--- src/rtl/mdu_pkg.sv ---
// Shared definitions for the iterative multiply/divide unit: op codes,
// FSM states and two's-complement helpers.
package mdu_pkg;

  localparam logic [1:0] OP_MULT  = 2'b00;
  localparam logic [1:0] OP_MULTU = 2'b01;
  localparam logic [1:0] OP_DIV   = 2'b10;
  localparam logic [1:0] OP_DIVU  = 2'b11;

  typedef enum logic [1:0] {
    IDLE = 2'd0,
    RUN  = 2'd1,
    FIX  = 2'd2
  } state_t;

  // Helpers work on a wide container; callers zero-extend in and size-cast
  // out, which keeps the low bits exact for any WIDTH up to MAXW/2.
  localparam int MAXW = 128;

  function automatic logic [MAXW-1:0] neg(input logic [MAXW-1:0] v);
    return ~v + {{(MAXW-1){1'b0}}, 1'b1};
  endfunction

  function automatic logic [MAXW-1:0] abs(input logic [MAXW-1:0] v, input logic s);
    return s ? neg(v) : v;
  endfunction

endpackage

--- src/rtl/mult_div_unit.sv ---
// Iterative MULT/MULTU/DIV/DIVU unit with HI/LO registers: one shared
// WIDTH+1-bit adder/subtractor, one bit per cycle, fixed 33-cycle latency.
module mult_div_unit
  import mdu_pkg::*;
#(
  parameter int WIDTH = 32
) (
  input  logic             clk,
  input  logic             rst,
  input  logic             start,
  input  logic [1:0]       op,
  input  logic [WIDTH-1:0] opa,
  input  logic [WIDTH-1:0] opb,
  input  logic             mthi,
  input  logic             mtlo,
  input  logic [WIDTH-1:0] wr_data,
  output logic             busy,
  output logic             done,
  output logic             div_by_zero,
  output logic [WIDTH-1:0] hi,
  output logic [WIDTH-1:0] lo
);

  localparam int CW = $clog2(WIDTH);
  localparam logic [CW-1:0] LAST = CW'(WIDTH - 1);

  state_t           state;
  logic [CW-1:0]    cnt;
  logic [WIDTH-1:0] opr;    // multiplicand or divisor magnitude
  logic [WIDTH-1:0] acc;    // product high half or partial remainder
  logic [WIDTH-1:0] low;    // multiplier/product low half or quotient
  logic [WIDTH-1:0] a_raw;  // original dividend, returned in HI on /0
  logic             is_div, neg_res, neg_rem, dz;

  // Operand conditioning for the start cycle
  logic             sa, sb;
  logic [WIDTH-1:0] a_mag, b_mag;

  always_comb begin
    sa    = ~op[0] & opa[WIDTH-1];
    sb    = ~op[0] & opb[WIDTH-1];
    a_mag = WIDTH'(abs(MAXW'(opa), sa));
    b_mag = WIDTH'(abs(MAXW'(opb), sb));
  end

  // Shared adder: multiply adds opr into acc when the multiplier LSB is set;
  // divide subtracts opr from the left-shifted remainder (carry-in 1).
  logic [WIDTH:0] add_a, add_b, sum;
  logic           cin, borrow;

  always_comb begin
    add_a = {1'b0, acc};
    add_b = low[0] ? {1'b0, opr} : '0;
    cin   = 1'b0;
    if (is_div) begin
      add_a = {acc, low[WIDTH-1]};
      add_b = ~{1'b0, opr};
      cin   = 1'b1;
    end
    sum    = add_a + add_b + {{WIDTH{1'b0}}, cin};
    // Remainder is always below the divisor, so the top bit flags rem < divisor
    borrow = sum[WIDTH];
  end

  // Sign-corrected results presented to the FIX write
  logic [2*WIDTH-1:0] prod;
  logic [WIDTH-1:0]   quo, rem;

  always_comb begin
    prod = {acc, low};
    if (neg_res) prod = (2*WIDTH)'(neg(MAXW'({acc, low})));
    quo = neg_res ? WIDTH'(neg(MAXW'(low))) : low;
    rem = neg_rem ? WIDTH'(neg(MAXW'(acc))) : acc;
  end

  always_ff @(posedge clk or posedge rst) begin
    if (rst) begin
      state       <= IDLE;
      cnt         <= '0;
      busy        <= 1'b0;
      done        <= 1'b0;
      div_by_zero <= 1'b0;
      hi          <= '0;
      lo          <= '0;
      opr         <= '0;
      acc         <= '0;
      low         <= '0;
      a_raw       <= '0;
      is_div      <= 1'b0;
      neg_res     <= 1'b0;
      neg_rem     <= 1'b0;
      dz          <= 1'b0;
    end else begin
      done        <= 1'b0;
      div_by_zero <= 1'b0;
      case (state)
        IDLE: begin
          if (start) begin
            is_div  <= op[1];
            opr     <= op[1] ? b_mag : a_mag;
            low     <= op[1] ? a_mag : b_mag;
            acc     <= '0;
            a_raw   <= opa;
            neg_res <= sa ^ sb;
            neg_rem <= sa;
            dz      <= op[1] && (opb == '0);
            cnt     <= '0;
            busy    <= 1'b1;
            state   <= RUN;
          end else begin
            if (mthi) hi <= wr_data;
            if (mtlo) lo <= wr_data;
          end
        end
        RUN: begin
          if (is_div) begin
            acc <= borrow ? add_a[WIDTH-1:0] : sum[WIDTH-1:0];
            low <= {low[WIDTH-2:0], ~borrow};
          end else begin
            acc <= sum[WIDTH:1];
            low <= {sum[0], low[WIDTH-1:1]};
          end
          cnt <= cnt + 1'b1;
          if (cnt == LAST) state <= FIX;
        end
        FIX: begin
          if (!is_div) begin
            hi <= prod[2*WIDTH-1:WIDTH];
            lo <= prod[WIDTH-1:0];
          end else if (dz) begin
            hi <= a_raw;
            lo <= '1;
          end else begin
            hi <= rem;
            lo <= quo;
          end
          done        <= 1'b1;
          div_by_zero <= is_div & dz;
          busy        <= 1'b0;
          cnt         <= '0;
          state       <= IDLE;
        end
        default: state <= IDLE;
      endcase
    end
  end

endmodule

--- config.mk ---
export PLATFORM = sky130hd
export DESIGN_NAME = mult_div_unit
export DESIGN_NICKNAME = d
export VERILOG_FILES = /design/src/rtl/mdu_pkg.sv /design/src/rtl/mult_div_unit.sv
export SDC_FILE = /design/constraint.sdc
export NUM_CORES = 1
export LEC_CHECK = 0
export BUFFER_PORTS_ARGS = -buffer_cell sky130_fd_sc_hd__buf_2
export CAP_MARGIN = 40
export CORE_MARGIN = 4
export CORE_UTILIZATION = 65
export CTS_CLUSTER_SIZE = 28
export DETAILED_ROUTE_END_ITERATION = 7
export PLACE_DENSITY_LB_ADDON = 0.05
export SLEW_MARGIN = 40
export SYNTH_ARGS = -nofsm -noshare
export SYNTH_HDL_FRONTEND = slang
export SYNTH_SLANG_ARGS = --single-unit
--- constraint.sdc ---
create_clock -name clk -period 18.1 [get_ports clk]
set_input_delay 3.62 -clock clk [delete_from_list [all_inputs] [get_ports clk]]
set_output_delay 3.62 -clock clk [all_outputs]
set_load 0.02 [all_outputs]
## Word level (Yosys, flattened, before mapping)

Index checks and enable logic that the tools add are counted.

| operators by class | value |
|---|---|
| equality and inequality tests | 8 |
| bitwise gates (word level) | 12 |
| reductions and logical operators | 13 |
| multiplexer cells | 37 |
| add/subtract/negate cells | 8 |

Operators with widths:

| kind | number |
|---|---|
| 32-bit 2-to-1 mux | 20 |
| 32-bit one-hot mux with 2 select lines | 4 |
| 32-bit by 1-bit adder with 32-bit output, second input constant | 4 |
| 32-bit inverter | 4 |
| 33-bit 2-to-1 mux | 2 |
| 64-bit by 1-bit adder with 64-bit output, second input constant | 1 |
| 64-bit 2-to-1 mux | 1 |
| 64-bit inverter | 1 |
| 33-bit by 1-bit adder with 33-bit output | 1 |
| 33-bit adder | 1 |
| 32-bit inverter with 33-bit output | 1 |
| 32-bit logical NOT | 1 |
| 5-bit one-hot mux with 3 select lines | 1 |
| 2-bit inequality test, second input constant | 5 |
| 2-bit AND reduction | 5 |
| 3-bit AND reduction | 2 |
| 5-bit by 1-bit adder with 5-bit output, second input constant | 1 |
| 5-bit == test, second input constant | 1 |
| 5-bit 2-to-1 mux | 1 |
| 1-bit 2-to-1 mux | 4 |
| 2-bit 2-to-1 mux | 2 |
| 2-bit one-hot mux with 2 select lines | 1 |
| 2-bit nonzero test | 2 |
| 1-bit bitwise AND | 3 |
| 8 further kinds | 9 |

| word-level totals | value |
|---|---|
| output and inout port bits | 67 |
| logic and storage cells | 93 |
| input bits | 103 |
| register bits after elaboration | 206 |

## Logic depth before layout (Yosys ltp)

| depth | value |
|---|---|
| depth in word-level cells | 7 |
| depth in mapped cells | 19 |
| depth with buffers taken out | 16 |

## Worst setup path after synthesis

OpenSTA, ideal clock, no wires.

| timing path | value |
|---|---|
| path type | input-to-reg |
| start | input port opb[6] |
| end | register low[22] |
| arrival time | 5784 ps |
| cell stages on the path | 8 |
| path slack | 12250 ps |
| buffers on the path | 0 |
| required time | 18035 ps |
| cells stage by stage | or4_1 -> nor4_1 -> nand3_1 -> o31ai_1 -> xnor2_1 -> nor2_1 -> a211oi_1 -> o22a_1 |

| on the way | value |
|---|---|
| word-level cells in the longest chain between the ends | 6 |

RTL lines:

| item | line | text |
|---|---|---|
| start: declaration | mult_div_unit.sv:13 | `input logic [WIDTH-1:0] opb,` |
| 32-bit inverter | mdu_pkg.sv:21 | `return ~v + {{(MAXW-1){1'b0}}, 1'b1};` |
| 32-bit by 1-bit adder with 32-bit output | mdu_pkg.sv:21 |  |
| 32-bit 2-to-1 mux | mdu_pkg.sv:25 | `return s ? neg(v) : v;` |
| 32-bit 2-to-1 mux | mult_div_unit.sv:101 | `low <= op[1] ? a_mag : b_mag;` |
| 32-bit 2-to-1 mux | mult_div_unit.sv:98 | `if (start) begin` |
| 32-bit one-hot mux with 2 select lines | mult_div_unit.sv:96 | `case (state)` |
| end signal: assignment | mult_div_unit.sv:101 |  |
| end signal: assignment | mult_div_unit.sv:118 | `low <= {low[WIDTH-2:0], ~borrow};` |
| end signal: assignment | mult_div_unit.sv:121 | `low <= {sum[0], low[WIDTH-1:1]};` |
| end: declaration | mult_div_unit.sv:31 | `logic [WIDTH-1:0] low;` |

Every way passes these cells. The select of a mux whose other input is x is not followed.
A chain may end at the register's enable or synchronous reset.

## Worst setup path in the final report

| timing path | value |
|---|---|
| start | input port opa[8] |
| end | register low[24] |

| on the way | value |
|---|---|
| word-level cells in the longest chain between the ends | 6 |

RTL lines:

| item | line | text |
|---|---|---|
| start: declaration | mult_div_unit.sv:12 | `input logic [WIDTH-1:0] opa,` |
| 32-bit inverter | mdu_pkg.sv:21 |  |
| 32-bit by 1-bit adder with 32-bit output | mdu_pkg.sv:21 |  |
| 32-bit 2-to-1 mux | mdu_pkg.sv:25 |  |
| 32-bit 2-to-1 mux | mult_div_unit.sv:101 |  |
| 32-bit 2-to-1 mux | mult_div_unit.sv:98 |  |
| 32-bit one-hot mux with 2 select lines | mult_div_unit.sv:96 |  |

Every way passes these cells. The select of a mux whose other input is x is not followed.

==> impl_metrics.toml <==
[floorplan]
placement_rows = 57
die_height_um = 164.5
die_width_um = 164.5
floorplan.initialDensity_pct = 65.86
ios = 170
core_region_area_um2 = 24180
die_area_um2 = 27070

[clock_tree]
cts.sink_count = 206
postCtsSetupBuffers = 0
cts_tree = "yes"
root_buffer = "sky130_fd_sc_hd__clkbuf_16"
post_cts.resized_instances = 0
cts_buffers = 24
cts-htree-levels = 1
worst_skew_pair.late_latency_ns = 0.55
clk_pin_slew_worst_paths_ns = 0.06
post_cts_hold_buffer_count = 0
cts-root-to-sink-buffers = 3

[finish]
layout.core_utilization_pct = 72.57
multi_input_area_um2 = 10030
syn_to_final_growth_pct = 10.18
drive_gt1_share_pct = 14.82
layout.cells.most_common = "sky130_fd_sc_hd__nand2_1"
regArea_um2 = 5160
nets = 2219
nFillCells = 1947
layout.cells.most_common_list = "322 x sky130_fd_sc_hd__nand2_1, 247 x sky130_fd_sc_hd__o21ai_0, 204 x sky130_fd_sc_hd__dfrtp_1"

[run]
cap_violations = 0

[worst_setup_path]
ff2ff_setup_slack_ns = 12.62
worst_r2r_path_depth = 16
timing.critical_path.arrival_ns = 6.21
worst_setup_path_end_kind = "flip-flop"
sort_of_element_at_the_start_of_the_critical_path = "input port"
crit_fanout = 6
critical_path.reg2reg.endpoint = "acc[25]"
critPathMaxStageDelay_ns = 0.59
worstSetupEndpoint = "low[24]"
critPathLaunch = "opa[8]"
cpMostUsedCell = "sky130_fd_sc_hd__a21oi_1"
critical_path.cell_chain = "buf_2 -> or4_1 -> nor4_1 -> nor2b_1 -> a21oi_1 -> a21oi_1 -> xor2_1 -> o31ai_1 -> o22a_1"
worstSetupPathType = "input port to flip-flop"
cp_slowest_cell = "sky130_fd_sc_hd__or4_1"
critPathRequiredTime_ns = 18.51
worst_r2r_startpoint = "is_div"

[placement]
dp.final_hpwl_um = 41860
place_congestion = 1.009
placement.io_buffers = 169

[pwr]
vdd.ir_drop.worst_mv = 0.1445
power.leakage_nw = 7.560
power_density_relative_to_cell_area_nw_per_um2 = 228.5

[routing]
average_wire_per_standard_cell_um = 23.00
drtIter0Drc = 2474
drt_pre_antenna_iters = 6
final_antenna_net_count = 0
remaining_drc_errors = 0
detailroute.via_count = 16410
drt-vias-per-instance = 6.787
aggregate_routed_wire_length_um = 55580

[sta]
fin_worst_skew_ns = 0.03057
clock_period_minus_final_worst_setup_slack_ns = 5.802
tns_ns = 0
rsz_0062_raised_after_global_routing = "false"
slew_viol_final = 0
final_hold_viol_count = 0
worst_slew_margin_rel_pct = 41.73
worst-slew-pin-transition_ns = 0.8697
fmax_mhz = 172.3
setup_viol_count_final = 0
period_share_pct = 32.06

[synth]
yosys.cell_types.count = 79
average_footprint_of_a_synthesized_cell_um2 = 7.887
yosysWarningCount = 0
synth_sequential_area_ratio_pct = 32.37
ys_dominant_reg_cell = "sky130_fd_sc_hd__dfrtp_1"
mapped_area_um2 = 15920
synthesis.instances = 2019
ys_async_sr_fraction_pct = 100.0
synth_fp_nets = 2162
synth_enable_flop_cells = 0
yosys_register_bits = 206

[outcome]
status = "completed"

[global_routing]
global_route.overflow_total = 0
grt_start_max_net_pins = 128
grt_first_pass_wirelength_um = 84500
initial_antenna_violation_count = 0
groute.usage.overall_pct = 40.00
grt_pass1_vias = 14680

[worst_hold_path]
hold_class = "flip-flop to flip-flop"
holdCritStartpoint = "busy"
[sequential cells by signal, summed over array words and instances, names as in the netlist]
| name | flops |
|---|---|
| neg_res | 1 |
| low | 32 |
| hi | 32 |
| div_by_zero | 1 |
| cnt | 5 |
| a_raw | 32 |
| lo | 32 |
| neg_rem | 1 |
| dz | 1 |
| state | 2 |
| acc | 32 |
| done | 1 |
| is_div | 1 |
| opr | 32 |
| busy | 1 |
[logic make-up (layout without fill, tap and decap cells)]
logic type,count (synthesis),after routing,share of synthesized area (%)
compound gates,654,654,24.72
xor+xnor,158,158,8.737
buf+inv,202,275,4.974
flops,206,206,32.37
simple gates,651,651,18.85
fa+ha+maj,40,40,3.237
mux,108,108,7.111
other cells,0,1,0
[cell type report]
type                            count  share of cell area [%]
Multi-Input combinational cell   1611                   57.15
Clock inverter                      8                  0.4635
Sequential cell                   206                   29.41
Timing Repair Buffer              194                   5.997
Inverter                           39                  0.9057
Clock buffer                       34                   3.751
Antenna cell                        1                 0.01426
Tap cell                          324                   2.310
[power by group]
part           total, mW  internal (mW)  leakage, nW  switching, mW
combinational       2.48          0.965         4.70           1.52
clock              0.467          0.267        0.357          0.200
sequential          1.06          0.700         2.50          0.359
total               4.01           1.93         7.56           2.08
[cell usage after synthesis, drive strengths merged (23+ instances only)]
cell	number	area share, %
a21oi	146	4.6
a22oi	27	1.3
a31oi	23	0.90
buf	24	0.77
clkbuf	139	3.3
dfrtp	206	32
ha	38	3.0
inv	38	0.90
mux2	41	2.9
mux2i	67	4.2
nand2	326	7.7
nand3	28	0.88
nor2	135	3.2
nor3	30	1.0
o21ai	257	8.1
o221ai	23	1.3
o22ai	44	1.7
xnor2	85	4.7
xor2	73	4.0
[per-layer routing]
metal	GRT usage, %	part of all wire (%)
met1	56.82	40
met2	60.21	43
met3	8.435	12
met4	15.39	4.5
met5	0	0
[stage by stage]
| stage | total power, mW | setup slack (ns) | hold slack [ns] | cells | area (um^2) |
|---|---|---|---|---|---|
| floorplan | 2.749 | 8.856 | 0.4404 | 2019 | 15920 |
| global placement | 3.362 | 11.91 | 0.4536 | 2372 | 16750 |
| detailed placement | 3.445 | 11.82 | 0.4594 | 2374 | 16790 |
| CTS | 3.925 | 12.36 | 0.4737 | 2416 | 17530 |
| global route | 4.257 | 12.26 | 0.4954 | 2416 | 17540 |
| finish | 4.009 | 12.30 | 0.4726 | 2417 | 17550 |
[worst max-delay path, delay by kind of cell]
family / cells / cell delay (ns)
AOI/OAI and AO/OA: 4 / 0.72
xor gates and xnor gates: 1 / 0.22
buffers and inverters: 1 / 0.13
and+or+nand+nor: 3 / 1.51
[worst min-delay path by stage]
stage / end / slack [ns] / cells after the start
finish: busy / 0.47 / 2
floorplan: a_raw[16] / 0.44 / 2
global route: lo[23] / 0.50 / 2
detailed placement: busy / 0.46 / 2
CTS: busy / 0.47 / 2
global placement: busy / 0.45 / 2
(Power assumes the default switching activity.)
